File: src/rtl/tx_frame_arbiter.sv
// ============================================================================
//  Module      : tx_frame_arbiter
//  Description : Round-robin, frame-granular arbiter that shares one byte sink
//                (UART TX FIFO write port) between NCH buffered capture
//                channels. A grant lasts until DELIM is issued or the granted
//                FIFO stays empty for TIMEOUT sink-ready cycles.
//  Revision    : 1.0 - initial release
// ============================================================================
`default_nettype none

module tx_frame_arbiter #(
    parameter int         NCH     = 2,
    parameter int         DEPTH   = 16,
    parameter logic [7:0] DELIM   = 8'h20,
    parameter int         TIMEOUT = 255
) (
    input  logic               clk,
    input  logic               rst_n,
    input  logic               en,
    input  logic [NCH-1:0]     wr_in,
    input  logic [NCH*8-1:0]   data_in,
    input  logic               fifo_full,
    output logic [7:0]         data_out,
    output logic               write,
    output logic [NCH-1:0]     overflow,
    input  logic               clr_ovf,
    output logic               busy
);

    localparam int AW = $clog2(DEPTH);
    localparam int PW = AW + 1;
    localparam int CW = (NCH > 1) ? $clog2(NCH) : 1;
    localparam int TW = $clog2(TIMEOUT + 1);

    typedef enum logic [0:0] {
        IDLE  = 1'b0,
        GRANT = 1'b1
    } state_t;

    state_t          state;
    logic [CW-1:0]   gnt;
    logic [CW-1:0]   rr_ptr;
    logic [TW-1:0]   idle_cnt;

    logic [NCH-1:0]  empty;
    logic [NCH-1:0]  full;
    logic [NCH-1:0]  pop;
    logic [NCH-1:0]  drop;
    logic [7:0]      head [NCH];

    logic            pick_valid;
    logic [CW-1:0]   pick_idx;
    logic [CW-1:0]   rr_next;
    logic            gnt_empty;
    logic [7:0]      gnt_head;

    // ------------------------------------------------------------------------
    // Per-channel byte FIFOs. Pointers carry one extra wrap bit so that full
    // and empty are distinguished by the MSB alone.
    // ------------------------------------------------------------------------
    generate
        for (genvar i = 0; i < NCH; i++) begin : g_fifo
            logic [7:0]    mem [DEPTH];
            logic [PW-1:0] wptr;
            logic [PW-1:0] rptr;
            logic          push_ok;

            assign empty[i] = (wptr == rptr);
            assign full[i]  = (wptr[AW] != rptr[AW]) && (wptr[AW-1:0] == rptr[AW-1:0]);
            assign pop[i]   = en && (state == GRANT) && (gnt == CW'(i)) && !fifo_full && !empty[i];
            // A full FIFO still accepts a byte when the head leaves in the same cycle.
            assign push_ok  = en && wr_in[i] && (!full[i] || pop[i]);
            assign drop[i]  = en && wr_in[i] && full[i] && !pop[i];
            assign head[i]  = mem[rptr[AW-1:0]];

            // Storage array: written on accepted pushes, no reset needed.
            always_ff @(posedge clk) begin
                if (push_ok) begin
                    mem[wptr[AW-1:0]] <= data_in[8*i +: 8];
                end
            end

            // Read/write pointers advance on accepted push and pop.
            always_ff @(posedge clk or negedge rst_n) begin
                if (!rst_n) begin
                    wptr <= '0;
                    rptr <= '0;
                end else begin
                    if (push_ok) begin
                        wptr <= wptr + 1'b1;
                    end
                    if (pop[i]) begin
                        rptr <= rptr + 1'b1;
                    end
                end
            end
        end
    endgenerate

    // Sticky drop flags; a drop in the same cycle as a clear takes priority.
    always_ff @(posedge clk or negedge rst_n) begin
        if (!rst_n) begin
            overflow <= '0;
        end else if (en) begin
            overflow <= (clr_ovf ? '0 : overflow) | drop;
        end
    end

    // Round-robin pick: first non-empty channel scanning upward from rr_ptr.
    // The loop runs from the far end back so the nearest candidate wins.
    always_comb begin
        pick_valid = 1'b0;
        pick_idx   = '0;
        for (int k = NCH - 1; k >= 0; k--) begin
            automatic int idx = int'(rr_ptr) + k;
            if (idx >= NCH) begin
                idx = idx - NCH;
            end
            if (!empty[idx]) begin
                pick_valid = 1'b1;
                pick_idx   = CW'(idx);
            end
        end
        rr_next = (int'(pick_idx) == NCH - 1) ? '0 : pick_idx + 1'b1;
    end

    assign gnt_empty = empty[gnt];
    assign gnt_head  = head[gnt];
    assign busy      = (state == GRANT);

    // Grant FSM with registered sink outputs; write is a one-cycle strobe per pop.
    always_ff @(posedge clk or negedge rst_n) begin
        if (!rst_n) begin
            state    <= IDLE;
            gnt      <= '0;
            rr_ptr   <= '0;
            idle_cnt <= '0;
            write    <= 1'b0;
            data_out <= 8'h00;
        end else if (en) begin
            write <= 1'b0;
            case (state)
                IDLE: begin
                    if (pick_valid) begin
                        gnt      <= pick_idx;
                        rr_ptr   <= rr_next;
                        idle_cnt <= '0;
                        state    <= GRANT;
                    end
                end
                GRANT: begin
                    // Sink full: hold everything, including the idle count.
                    if (!fifo_full) begin
                        if (!gnt_empty) begin
                            data_out <= gnt_head;
                            write    <= 1'b1;
                            idle_cnt <= '0;
                            if (gnt_head == DELIM) begin
                                state <= IDLE;
                            end
                        end else if (idle_cnt == TW'(TIMEOUT - 1)) begin
                            idle_cnt <= '0;
                            state    <= IDLE;
                        end else begin
                            idle_cnt <= idle_cnt + 1'b1;
                        end
                    end
                end
                default: begin
                    state <= IDLE;
                end
            endcase
        end
    end

endmodule

`default_nettype wire
File: config.mk
export PLATFORM = sky130hd
export DESIGN_NAME = tx_frame_arbiter
export DESIGN_NICKNAME = d
export VERILOG_FILES = /design/src/rtl/tx_frame_arbiter.sv
export SDC_FILE = /design/constraint.sdc
export NUM_CORES = 1
export LEC_CHECK = 0
export ABC_CLOCK_PERIOD_IN_PS = 5400
export CAP_MARGIN = 5
export CORE_UTILIZATION = 50
export DETAILED_ROUTE_END_ITERATION = 8
export HOLD_SLACK_MARGIN = 0.02
export MAX_ROUTING_LAYER = met4
export PLACE_DENSITY = 0.66
export REMOVE_ABC_BUFFERS = 1
export SYNTH_ARGS = -nofsm -noshare
export SYNTH_HDL_FRONTEND = slang
export SYNTH_SLANG_ARGS = --single-unit
File: constraint.sdc
create_clock -name clk -period 5.4 [get_ports clk]
set_input_delay 1.08 -clock clk [delete_from_list [all_inputs] [get_ports clk]]
set_output_delay 1.08 -clock clk [all_outputs]
set_load 0.02 [all_outputs]
==> impl.org <==
** Power
- Summed over all cells, the static leakage comes to 4.61 nW.
- Dividing total power by cell area gives a power density of 506 nW/um2.
- The worst-case IR drop observed on VDD is 0.000278 V.

** Hold path
- The worst hold path begins at idle_cnt[5]$_DFFE_PN0P_.
- Path class of the lowest-slack min-delay path :: flop to flop
- Along the worst hold path, the cell count comes to 1.
- The path with the worst hold slack has its endpoint at idle_cnt[5]$_DFFE_PN0P_.

** Logic synthesis
- Most used flip-flop cell after synthesis :: sky130_fd_sc_hd__edfxtp_1
- Combinational family with the most area after synthesis :: multiplexers
- FF+latch count, synth :: 298
- Synthesized instance count :: 689
- Cell area after synthesis :: 12,100 um2
- Yosys attributes the largest share of cell area to sky130_fd_sc_hd__edfxtp_1 63%, sky130_fd_sc_hd__dfrtp_1 8.7%, sky130_fd_sc_hd__mux4_2 5.6%.
- After Yosys synthesis, and, or, nand and nor cells account for 4.76% of the synthesized area.
- Post-Synthesis Mean Instance Area :: 17.6 um2
- Seq/Total Area, Yosys :: 72.2%
- Of the post-synthesis cell area, the part taken by muxes is 12.6%.
- Counting flops with an async set or reset pin after synthesis yields a share of 14.1%.
- Summing the areas of all xor and xnor instances in the mapped netlist gives 1.88% of the synthesized area.
- After synthesis, the largest area contributor takes up 63.5% of total cell area.
- The synthesized netlist devotes 1.24% of its cell area to adder and majority cells.
- The synthesized netlist contains 49 unique library cells.
- In the synthesized netlist, the cells that appear most often are 256 x sky130_fd_sc_hd__edfxtp_1, 48 x sky130_fd_sc_hd__mux2i_1, 42 x sky130_fd_sc_hd__dfrtp_1.
- Most instantiated library cell after synthesis :: sky130_fd_sc_hd__edfxtp_1
- During synthesis, Yosys emitted a total of 0 warnings.
- Counting flops with a built-in enable in the synthesized netlist gives 256.
- The synthesized netlist devotes 5.41% of its cell area to compound gates.
- The synthesized design spends more area on one cell type than any other, namely sky130_fd_sc_hd__edfxtp_1.

** Drt
- The detailed router placed 6,449 vias in this run.
- DR vias/cell :: 6.04
- After the first detailed-routing iteration, the DRC count stood at 728.
- Remaining antenna violation count :: 0
- Wire length after detailed routing :: 26.3 mm
- After detailed routing, the average wire length per cell comes to 24.6 um.
- After detailed routing, the number of remaining DRC violations is 0.
- DRT Pass-1 Iters :: 5

** GRT
- GR Overflow Total :: 0
- Entering global routing, the biggest net connects 43 pins.
- Global-route usage over all layers :: 22.7%
- Number of antenna violations at the first check in global routing :: 0
- First-pass GRT wire length :: 39.5 mm
- Number of global-route vias before repair :: 6,520

** Critical path
- Number of cells on the worst reg-to-reg path :: 6
- STA classifies the critical path startpoint as an input pin.
- Capture instance of the worst register-to-register path :: g_fifo[0].mem[3][1]$_DFFE_PP_
- Along the worst path, the maximum fanout reaches 8.
- The startpoint identified for the worst register-to-register timing path is g_fifo[0].rptr[2]$_DFFE_PN0P_.
- CP required :: 5570 ps
- Data arrives at the worst endpoint at 3810 ps.
- Worst setup path category :: input pin to flop
- In this run the register-to-register setup slack is 1860 ps.
- Endpoint kind of the worst setup timing path :: flop

** Die
- The die is 158 um wide.
- The initial utilization of the core area, before any placement, comes to 51.3%.
- The floorplan step defined a die boundary enclosing 24,800 um2.
- The die is 158 um tall.
- After floorplanning, the core was sized to cover 23,600 um2.
- Pin placement for this block handled 35 I/O pins.
- Number of rows in the core area :: 56

** Timing
- Final slew viol count :: 0
- The worst path needs 3630 ps of the cycle, external delays included.
- Number of failing hold endpoints at the final stage :: 0
- Relative slew slack :: 29.0%
- Maximum frequency from static timing analysis :: 275 MHz
- Setup repair after global routing left no endpoint under its margin.
- On the final layout, the worst hold slack is 478 ps.
- Dividing the final minimum period by the clock period gives 67.3%.
- Setup violations remaining at the end of the flow were counted as 0.
- At the pin with the least slew margin, the transition time is 1060 ps.
- Worst setup skew after layout :: 13.0 ps
- In the final timing run, aggregate negative setup slack is 0 ps.

** Cells and area
- Area occupied by registers :: 8740 um2
- Final nets :: 760
- Filler cell count in the final layout :: 1,755
- Cells with a size suffix above 1 make up 13.0% of the layout.
- Area of the multi-input gates :: 3140 um2
- 0 antenna diodes ended up in the layout.
- Final standard cell count with taps included and fillers excluded :: 1,068
- The area growth from synthesis to layout is 13.2%.
- After routing the design area is 13,700 um2.

** Clock tree
- Num CTS Buffers :: 30
- Hold repair after CTS inserted 0 buffers.
- Worst skew pair latency :: 550 ps
- Number of levels the H-tree was split into :: 1
- TritonCTS clock tree :: done
- CTS sink cnt :: 298
- Clock root buffer :: sky130_fd_sc_hd__clkbuf_16
- PostCTS Resize Cnt :: 0
- Maximum buffer depth of the clock tree :: 3
- After clock tree synthesis, the clock-pin slew on the worst setup and hold paths is 60 ps.
- Number of buffers added for setup after CTS :: 0

** Place
- The number of placed instances, taps included, is 1,012.
- Routability congestion estimate :: 0.860
- Summed over all nets, the half-perimeter wirelength after detailed placement is 17.4 mm.
- Area post-placement :: 12,700 um2
- Number of I/O port buffers :: 34

** Outcome
- Outcome :: completed

** Run
- Reported max-cap violation count :: 0
## metrics by stage
step                      util, %  power (mW)  setup WS (ps)
after floorplan                 -        4.18           2200
after global placement       53.7        4.79           1400
after detailed placement     53.7        4.85           1230
after CTS                    58.0        6.97           1790
after global routing         58.0        7.23           1570
final                        58.0        6.94           1770
## layout make-up
class                      instances  area share [%]
clock inverter                    18            1.57
multi-input combinational        346            22.9
sequential                       298            63.8
timing repair buffer              38            2.67
clock buffer                      38            5.85
inverter                          11           0.301
tap                              319            2.91
## how the worst max path moves through the flow
stage / start / to / slack (ps)
5_1_grt: en / g_fifo[0].mem[2][7]$_DFFE_PP_ / 1570
2_1_floorplan: g_fifo[1].rptr[1]$_DFFE_PN0P_ / g_fifo[1].mem[3][0]$_DFFE_PP_ / 2200
4_1_cts: en / g_fifo[1].mem[3][4]$_DFFE_PP_ / 1790
6_report: en / g_fifo[1].mem[3][4]$_DFFE_PP_ / 1770
3_5_place_dp: en / g_fifo[1].mem[3][0]$_DFFE_PP_ / 1230
3_3_place_gp: en / g_fifo[1].mem[0][1]$_DFFE_PP_ / 1400
## logic make-up after synthesis
logic type / Yosys count
mux: 98
simple gates: 116
fa+ha+maj: 12
compound gates: 94
flops: 298
buf+inv: 45
xor+xnor: 26
## registers in the layout, summed over array words and instances, names as in the netlist
name and count:
rr_ptr 1, gnt 1, busy 1, g_fifo.wptr 10, idle_cnt 8, g_fifo.mem 256
overflow 2, write 1, data_out 8, g_fifo.rptr 10
## where the power goes
part | internal (mW) | switching, mW
registers | 2.72 | 0.314
logic | 0.806 | 0.969
clock network | 1.28 | 0.845
total | 4.81 | 2.13
## routing by layer
metal / vias up / global-route usage (%) / wire, um
li1: 2824 / - / -
met1: 3331 / 31.9 / 11500
met2: 245 / 35.1 / 12500
met3: 49 / 2.93 / 1590
met4: 0 / 6.70 / 656
met5: - / - / 0
## critical path: stages
cell                              delay (ps)
sky130_fd_sc_hd__clkdlybuf4s50_1         620
sky130_fd_sc_hd__nand3b_1                180
sky130_fd_sc_hd__or2_2                   340
sky130_fd_sc_hd__a31oi_2                 460
sky130_fd_sc_hd__nand2_1                 280
sky130_fd_sc_hd__nor3_1                  840
## cell usage in the layout (no fill, tap or decap), types with 5 or more instances in the layout
master                            count
sky130_fd_sc_hd__mux2i_1             48
sky130_fd_sc_hd__edfxtp_1           256
sky130_fd_sc_hd__mux4_1              10
sky130_fd_sc_hd__mux4_2              30
sky130_fd_sc_hd__mux2_2              10
sky130_fd_sc_hd__a221oi_1             8
sky130_fd_sc_hd__xnor2_1             20
sky130_fd_sc_hd__clkbuf_1             7
sky130_fd_sc_hd__a21oi_1             16
sky130_fd_sc_hd__nand2_1             24
sky130_fd_sc_hd__nand4_1              6
sky130_fd_sc_hd__xor2_1               6
sky130_fd_sc_hd__nand3_1              6
sky130_fd_sc_hd__o31ai_1              7
sky130_fd_sc_hd__inv_1               10
sky130_fd_sc_hd__nor2_1              37
sky130_fd_sc_hd__bufinv_16            5
sky130_fd_sc_hd__nand2b_1             5
sky130_fd_sc_hd__o21ai_0             23
sky130_fd_sc_hd__nor3_1              12
sky130_fd_sc_hd__nor2b_1              8
sky130_fd_sc_hd__ha_1                12
sky130_fd_sc_hd__o221ai_1            15
sky130_fd_sc_hd__a22oi_1              8
sky130_fd_sc_hd__clkbuf_16           31
sky130_fd_sc_hd__dfrtp_1             40
sky130_fd_sc_hd__clkdlybuf4s50_1     33
sky130_fd_sc_hd__clkinv_1             8
(Power assumes the default switching activity.)
